File: config.mk
export PLATFORM = sky130hd
export DESIGN_NAME = alu_mc
export DESIGN_NICKNAME = d
export VERILOG_FILES = /design/src/rtl/alu_mc.sv
export SDC_FILE = /design/constraint.sdc
export NUM_CORES = 1
export LEC_CHECK = 0
export CORE_MARGIN = 2
export CORE_UTILIZATION = 30
export DETAILED_ROUTE_END_ITERATION = 7
export PLACE_DENSITY_LB_ADDON = 0.2
export SETUP_SLACK_MARGIN = 0.3
export SLEW_MARGIN = 20
export SYNTH_ARGS = -nofsm -noshare
export SYNTH_HDL_FRONTEND = slang
export SYNTH_SLANG_ARGS = --single-unit
File: constraint.sdc
create_clock -name clk_i -period 7.8 [get_ports clk_i]
set_clock_uncertainty 0.1 [all_clocks]
set_input_delay 2.34 -clock clk_i [delete_from_list [all_inputs] [get_ports clk_i]]
set_output_delay 2.34 -clock clk_i [all_outputs]
set_load 0.05 [all_outputs]
File: src/rtl/alu_mc.sv
// alu_mc: multi-cycle ALU for the execute stage, results behind valid/ready.
// MUL is an iterative shift-add unit taking WIDTH cycles; other ops take one.
//
// Ports:
//   clk_i, rst_i       clock, synchronous active-low reset
//   valid_i, ready_o   request handshake
//   ALUCtrl_i          operation code
//   reg_i, mux_i       operands A and B
//   ALU_o, zero_o      registered result and its zero flag
//   valid_o, ready_i   result handshake
module alu_mc #(
  parameter int WIDTH = 32
) (
  input  logic             clk_i,
  input  logic             rst_i,
  input  logic             valid_i,
  output logic             ready_o,
  input  logic [2:0]       ALUCtrl_i,
  input  logic [WIDTH-1:0] reg_i,
  input  logic [WIDTH-1:0] mux_i,
  output logic [WIDTH-1:0] ALU_o,
  output logic             zero_o,
  output logic             valid_o,
  input  logic             ready_i
);

  localparam int SHW = $clog2(WIDTH);

  localparam logic [2:0] OP_ADD  = 3'b000;
  localparam logic [2:0] OP_SUB  = 3'b001;
  localparam logic [2:0] OP_AND  = 3'b010;
  localparam logic [2:0] OP_XOR  = 3'b011;
  localparam logic [2:0] OP_SLL  = 3'b100;
  localparam logic [2:0] OP_MUL  = 3'b101;
  localparam logic [2:0] OP_SRAI = 3'b110;

  typedef enum logic [1:0] {
    S_IDLE,
    S_MUL,
    S_DONE
  } state_e;

  state_e           state_q, state_d;
  logic [WIDTH-1:0] alu_q, alu_d;
  logic             zero_q, zero_d;
  logic             valid_q, valid_d;
  logic [WIDTH-1:0] mcand_q, mcand_d;
  logic [WIDTH-1:0] mplier_q, mplier_d;
  logic [WIDTH-1:0] acc_q, acc_d;
  logic [SHW-1:0]   cnt_q, cnt_d;

  logic             accept;
  logic [SHW-1:0]   shamt;
  logic [WIDTH-1:0] single_res;
  logic [WIDTH-1:0] acc_sum;

  assign ready_o = (state_q == S_IDLE) ||
                   ((state_q == S_DONE) && ready_i);
  assign accept  = valid_i && ready_o;
  assign shamt   = mux_i[SHW-1:0];

  assign ALU_o   = alu_q;
  assign zero_o  = zero_q;
  assign valid_o = valid_q;

  always_comb begin
    single_res = '0;
    case (ALUCtrl_i)
      OP_ADD:  single_res = reg_i + mux_i;
      OP_SUB:  single_res = reg_i - mux_i;
      OP_AND:  single_res = reg_i & mux_i;
      OP_XOR:  single_res = reg_i ^ mux_i;
      OP_SLL:  single_res = reg_i << shamt;
      OP_SRAI: single_res = $signed(reg_i) >>> shamt;
      default: single_res = '0;
    endcase
  end

  assign acc_sum = acc_q + (mplier_q[0] ? mcand_q : '0);

  always_comb begin
    state_d  = state_q;
    alu_d    = alu_q;
    zero_d   = zero_q;
    valid_d  = valid_q;
    mcand_d  = mcand_q;
    mplier_d = mplier_q;
    acc_d    = acc_q;
    cnt_d    = cnt_q;
    case (state_q)
      S_MUL: begin
        acc_d    = acc_sum;
        mcand_d  = mcand_q << 1;
        mplier_d = mplier_q >> 1;
        cnt_d    = cnt_q + 1'b1;
        if (cnt_q == SHW'(WIDTH - 1)) begin
          alu_d   = acc_sum;
          zero_d  = (acc_sum == '0);
          valid_d = 1'b1;
          state_d = S_DONE;
        end
      end
      default: begin
        if (accept) begin
          if (ALUCtrl_i == OP_MUL) begin
            mcand_d  = reg_i;
            mplier_d = mux_i;
            acc_d    = '0;
            cnt_d    = '0;
            valid_d  = 1'b0;
            state_d  = S_MUL;
          end else begin
            alu_d   = single_res;
            zero_d  = (single_res == '0);
            valid_d = 1'b1;
            state_d = S_DONE;
          end
        end else if (state_q == S_DONE && ready_i) begin
          valid_d = 1'b0;
          state_d = S_IDLE;
        end
      end
    endcase
  end

  always_ff @(posedge clk_i) begin
    if (!rst_i) begin
      state_q  <= S_IDLE;
      alu_q    <= '0;
      zero_q   <= 1'b0;
      valid_q  <= 1'b0;
      mcand_q  <= '0;
      mplier_q <= '0;
      acc_q    <= '0;
      cnt_q    <= '0;
    end else begin
      state_q  <= state_d;
      alu_q    <= alu_d;
      zero_q   <= zero_d;
      valid_q  <= valid_d;
      mcand_q  <= mcand_d;
      mplier_q <= mplier_d;
      acc_q    <= acc_d;
      cnt_q    <= cnt_d;
    end
  end

endmodule

==> results of run 1 <==
==> flip-flops by register name, indices dropped and copies added, names as in the netlist <==
signal	flops
ALU_o	32
acc_q	32
cnt_q	5
mcand_q	32
mplier_q	32
state_q	2
zero_o	1
==> cells in the final DEF (no fill, tap or decap), types with 9 or more instances in the layout <==
cell / count
a22oi_1: 76
or2_2: 14
o22ai_1: 9
and3_1: 15
clkdlybuf4s50_1: 100
mux2i_1: 71
nand4_1: 18
nand3_1: 46
and2_1: 53
a21oi_1: 121
clkbuf_16: 17
buf_4: 77
nor2_1: 119
mux2_2: 29
nor3_1: 22
xnor2_1: 37
mux4_2: 62
or3_1: 13
a21boi_0: 98
o211ai_1: 35
o21ai_0: 118
a211oi_1: 15
nand2_1: 239
a221oi_1: 10
inv_1: 21
nor2b_1: 29
dfxtp_1: 136
nand2b_1: 18
a31oi_1: 26
xor2_1: 35
o21a_1: 16
a21o_1: 38
ha_1: 98
==> critical path, delay by kind of cell <==
family / cells / cell delay (ns)
AND/OR/NAND/NOR: 7 / 2.10
AO/OA/AOI/OAI: 7 / 1.50
adder cells (fa/ha/maj): 1 / 0.26
XOR/XNOR: 2 / 0.37
buffers and inverters: 2 / 0.70
==> area by class of cell <==
type / count / area, um2 / area share (%)
Multi-Input combinational cell: 1632 / 12000 / 67.0
Sequential cell: 136 / 2720 / 15.2
Timing Repair Buffer: 180 / 1620 / 9.10
Tap cell: 680 / 851 / 4.77
Clock buffer: 17 / 425 / 2.38
Clock inverter: 15 / 184 / 1.03
Inverter: 24 / 90.1 / 0.505
==> how the worst min path moves through the flow <==
stage,cells past startpoint,to,slack (ns),startpoint
6_report,2,ALU_o[11],0.36,ALU_o[11]
5_1_grt,2,ALU_o[11],0.38,ALU_o[11]
4_1_cts,2,ALU_o[21],0.37,ALU_o[21]
3_5_place_dp,2,ALU_o[21],0.36,ALU_o[21]
3_3_place_gp,2,ALU_o[21],0.35,ALU_o[21]
2_1_floorplan,2,mplier_q[31],0.33,mplier_q[31]
==> logic make-up after synthesis <==
logic type,after synthesis,synth area share (%)
AOI/OAI and AO/OA,655,28.9
adders and majority gates,100,8.19
xor gates and xnor gates,72,4.08
buffers and inverters,188,5.21
muxes,162,15.7
DFF,136,17.6
and+or+nand+nor,643,20.2
==> power groups by stage <==
stage	Clock (mW)	Sequential, mW	Combinational (mW)
floorplan	0	0.789	0.548
global placement	0	0.746	0.986
detailed placement	0	0.747	0.980
CTS	0.909	0.731	0.985
global route	0.932	0.733	1.07
finish	0.879	0.731	1.01
==> routing by layer <==
| metal | part of all wire, % | GRT usage, % |
|---|---|---|
| met5 | 0 | 0 |
| met4 | 4.3 | 11.5 |
| met3 | 7.8 | 5.76 |
| met2 | 44 | 42.6 |
| met1 | 44 | 37.1 |
==> metrics.csv, run 1 <==
stage;metric;value;unit
outcome;outcome;finished, final reports clean;
placement;routabilityCongestion;0.981;
placement;place_ws;0.402;ns
final_layout;syn_to_final_growth;15.5;%
worst_setup_path;timing.rr.end;zero_o;
worst_hold_path;min_path_type;reg2reg;
worst_setup_path;worstSetupEndpoint;zero_o;
final_layout;finalInstanceArea;0.0179;mm2
grt;grtUsageTotal;27.5;%
floorplanning;ios;106;
detailed_routing;postRouteAntennaNets;0;
flow_run;cap_violations;0;
power_and_ir_drop;p_int;1.56;mW
worst_setup_path;r2r-start;mplier_q[0];
cts;root_buffer;clkbuf_16;
worst_setup_path;slowest_delay;0.53;ns
grt;grt-ovfl-total;0;
power_and_ir_drop;power.leakage;6.85;nW
detailed_routing;first_iter_violations;1907;
logic_synthesis;ys_seq_elements;136;
sta;relSlewSlack;19.4;%
floorplanning;die_y;231;um
power_and_ir_drop;powerDensity;147;mW/mm2
sta;finalCritPeriodShare;88.7;%
cts;cts_setup_buffers;0;
grt;grt_max_degree;104;
grt;grt_pass1_vias;15800;
logic_synthesis;yosysTopAreaCellShare;17.6;%
sta;post-route-min-period;6.92;ns
worst_setup_path;path_common_cell;or3_1;
cts;numClockSinks;136;
logic_synthesis;ys_types;98;
power_and_ir_drop;irDropWorstVdd;0.169;mV
final_layout;final_util;34.9;%
worst_setup_path;crit_start;mux_i[12];
worst_setup_path;cp-start-kind;input port;
cts;clock_latency;0.50;ns
power_and_ir_drop;power_frac_seq;27.9;%
detailed_routing;dr_total_vias;16300;
worst_setup_path;reg2regPathDepth;13;
power_and_ir_drop;swShare;40.4;%
worst_setup_path;critPathCaptureType;flop;
grt;antenna_found_initial;1;
detailed_routing;first_pass_iters;6;
sta;fmax;0.145;GHz
sta;final_max_slew_viol_count;0;
logic_synthesis;syn_area_per_cell;7.90;um2
logic_synthesis;synthTopCellsByCount;nand2_1 (239), dfxtp_1 (136), nor2_1 (122);
logic_synthesis;syn_area;0.0155;mm2
final_layout;diodes;0;
power_and_ir_drop;power.total;2.62;mW
detailed_routing;drc_errors;0;
logic_synthesis;yosys_warnings;0;
power_and_ir_drop;clkPwrFrac;33.6;%
logic_synthesis;synthCells;1956;
cts;cts_resized;0;
sta;hold_viol_final;0;
worst_setup_path;path_class;in2reg;
power_and_ir_drop;p_switching;1.06;mW
placement;port_buffers;105;
logic_synthesis;synth_area_leaders;dfxtp_1 (18%), mux4_2 (9.0%), ha_1 (7.9%);
worst_setup_path;critPathRequiredTime;8.14;ns
worst_setup_path;regToRegSetupSlack;2.93;ns
cts;h-tree-depth;4;
floorplanning;design.core.area;0.0511;mm2
logic_synthesis;synth_top_cell_by_area;dfxtp_1;
logic_synthesis;syn_nets;2127;
sta;rsz0062_at_grt;no;
worst_setup_path;crit_slowest_cell;clkdlybuf4s50_1;
cts;cts.clk_slew.worst_paths;0.07;ns
sta;worst_pin_slew;1.20;ns
cts;cts_max_path_buffers;2;
logic_synthesis;ys_async_sr_fraction;0;%
placement;dp_hpwl;55500;um
worst_setup_path;arrival;7.26;ns
cts;numCtsBuffers;17;
final_layout;nNetsFinal;2162;
final_layout;fillers;5492;
worst_setup_path;worstPathCellList;clkdlybuf4s50_1 -> or3_1 -> or3_1 -> or3_1 -> or2_2 -> o31ai_1 -> xor2_1 -> ha_1 -> buf_4 -> a21o_1 -> a21o_1 -> a21oi_1 -> o311ai_0 -> xor2_1 -> a21oi_1 -> and2_1 -> nand4_1 -> nor4_1 -> a31o_1;
sta;whs;0.361;ns
sta;finalSetupViolations;0;
logic_synthesis;synth_edf_count;0;
floorplanning;initial_core_util;30.2;%
floorplanning;num_rows;83;
sta;setup_tns;0;ns
sta;setup_ws;0.880;ns
final_layout;layoutNonFillerInstCount;2684;
worst_setup_path;cp_max_fo;9;
detailed_routing;wl_per_cell;27.5;um
placement;placed_cell_area;0.0172;mm2
floorplanning;die-area;0.0533;mm2
final_layout;layout-drive-gt1-share;13.1;%
logic_synthesis;synthMostInstantiatedCell;nand2_1;
cts;hold_buffers;0;
power_and_ir_drop;comb_power_share;38.5;%
detailed_routing;viasPerCell;6.09;
placement;dp.cells;2652;
grt;grt_pass1_wl;108000;um
logic_synthesis;yosysSeqAreaShare;17.6;%
floorplanning;die_x;231;um
detailed_routing;wl;73800;um
cts;cts_tree;built;
logic_synthesis;synthFlopType;dfxtp_1;
Note: power is estimated with default switching activity, not from simulation.
==> inputs of run 2 (changes only) <==
--- a/config.mk
+++ b/config.mk
@@ -8,8 +8,9 @@
 export CORE_MARGIN = 2
 export CORE_UTILIZATION = 30
 export DETAILED_ROUTE_END_ITERATION = 7
+export HOLD_SLACK_MARGIN = 0.02
 export PLACE_DENSITY_LB_ADDON = 0.2
-export SETUP_SLACK_MARGIN = 0.3
+export SETUP_SLACK_MARGIN = 0.15
 export SLEW_MARGIN = 20
 export SYNTH_ARGS = -nofsm -noshare
 export SYNTH_HDL_FRONTEND = slang
==> results of run 2 <==
Final layout, timing and power as in run 1 (identical DEF).
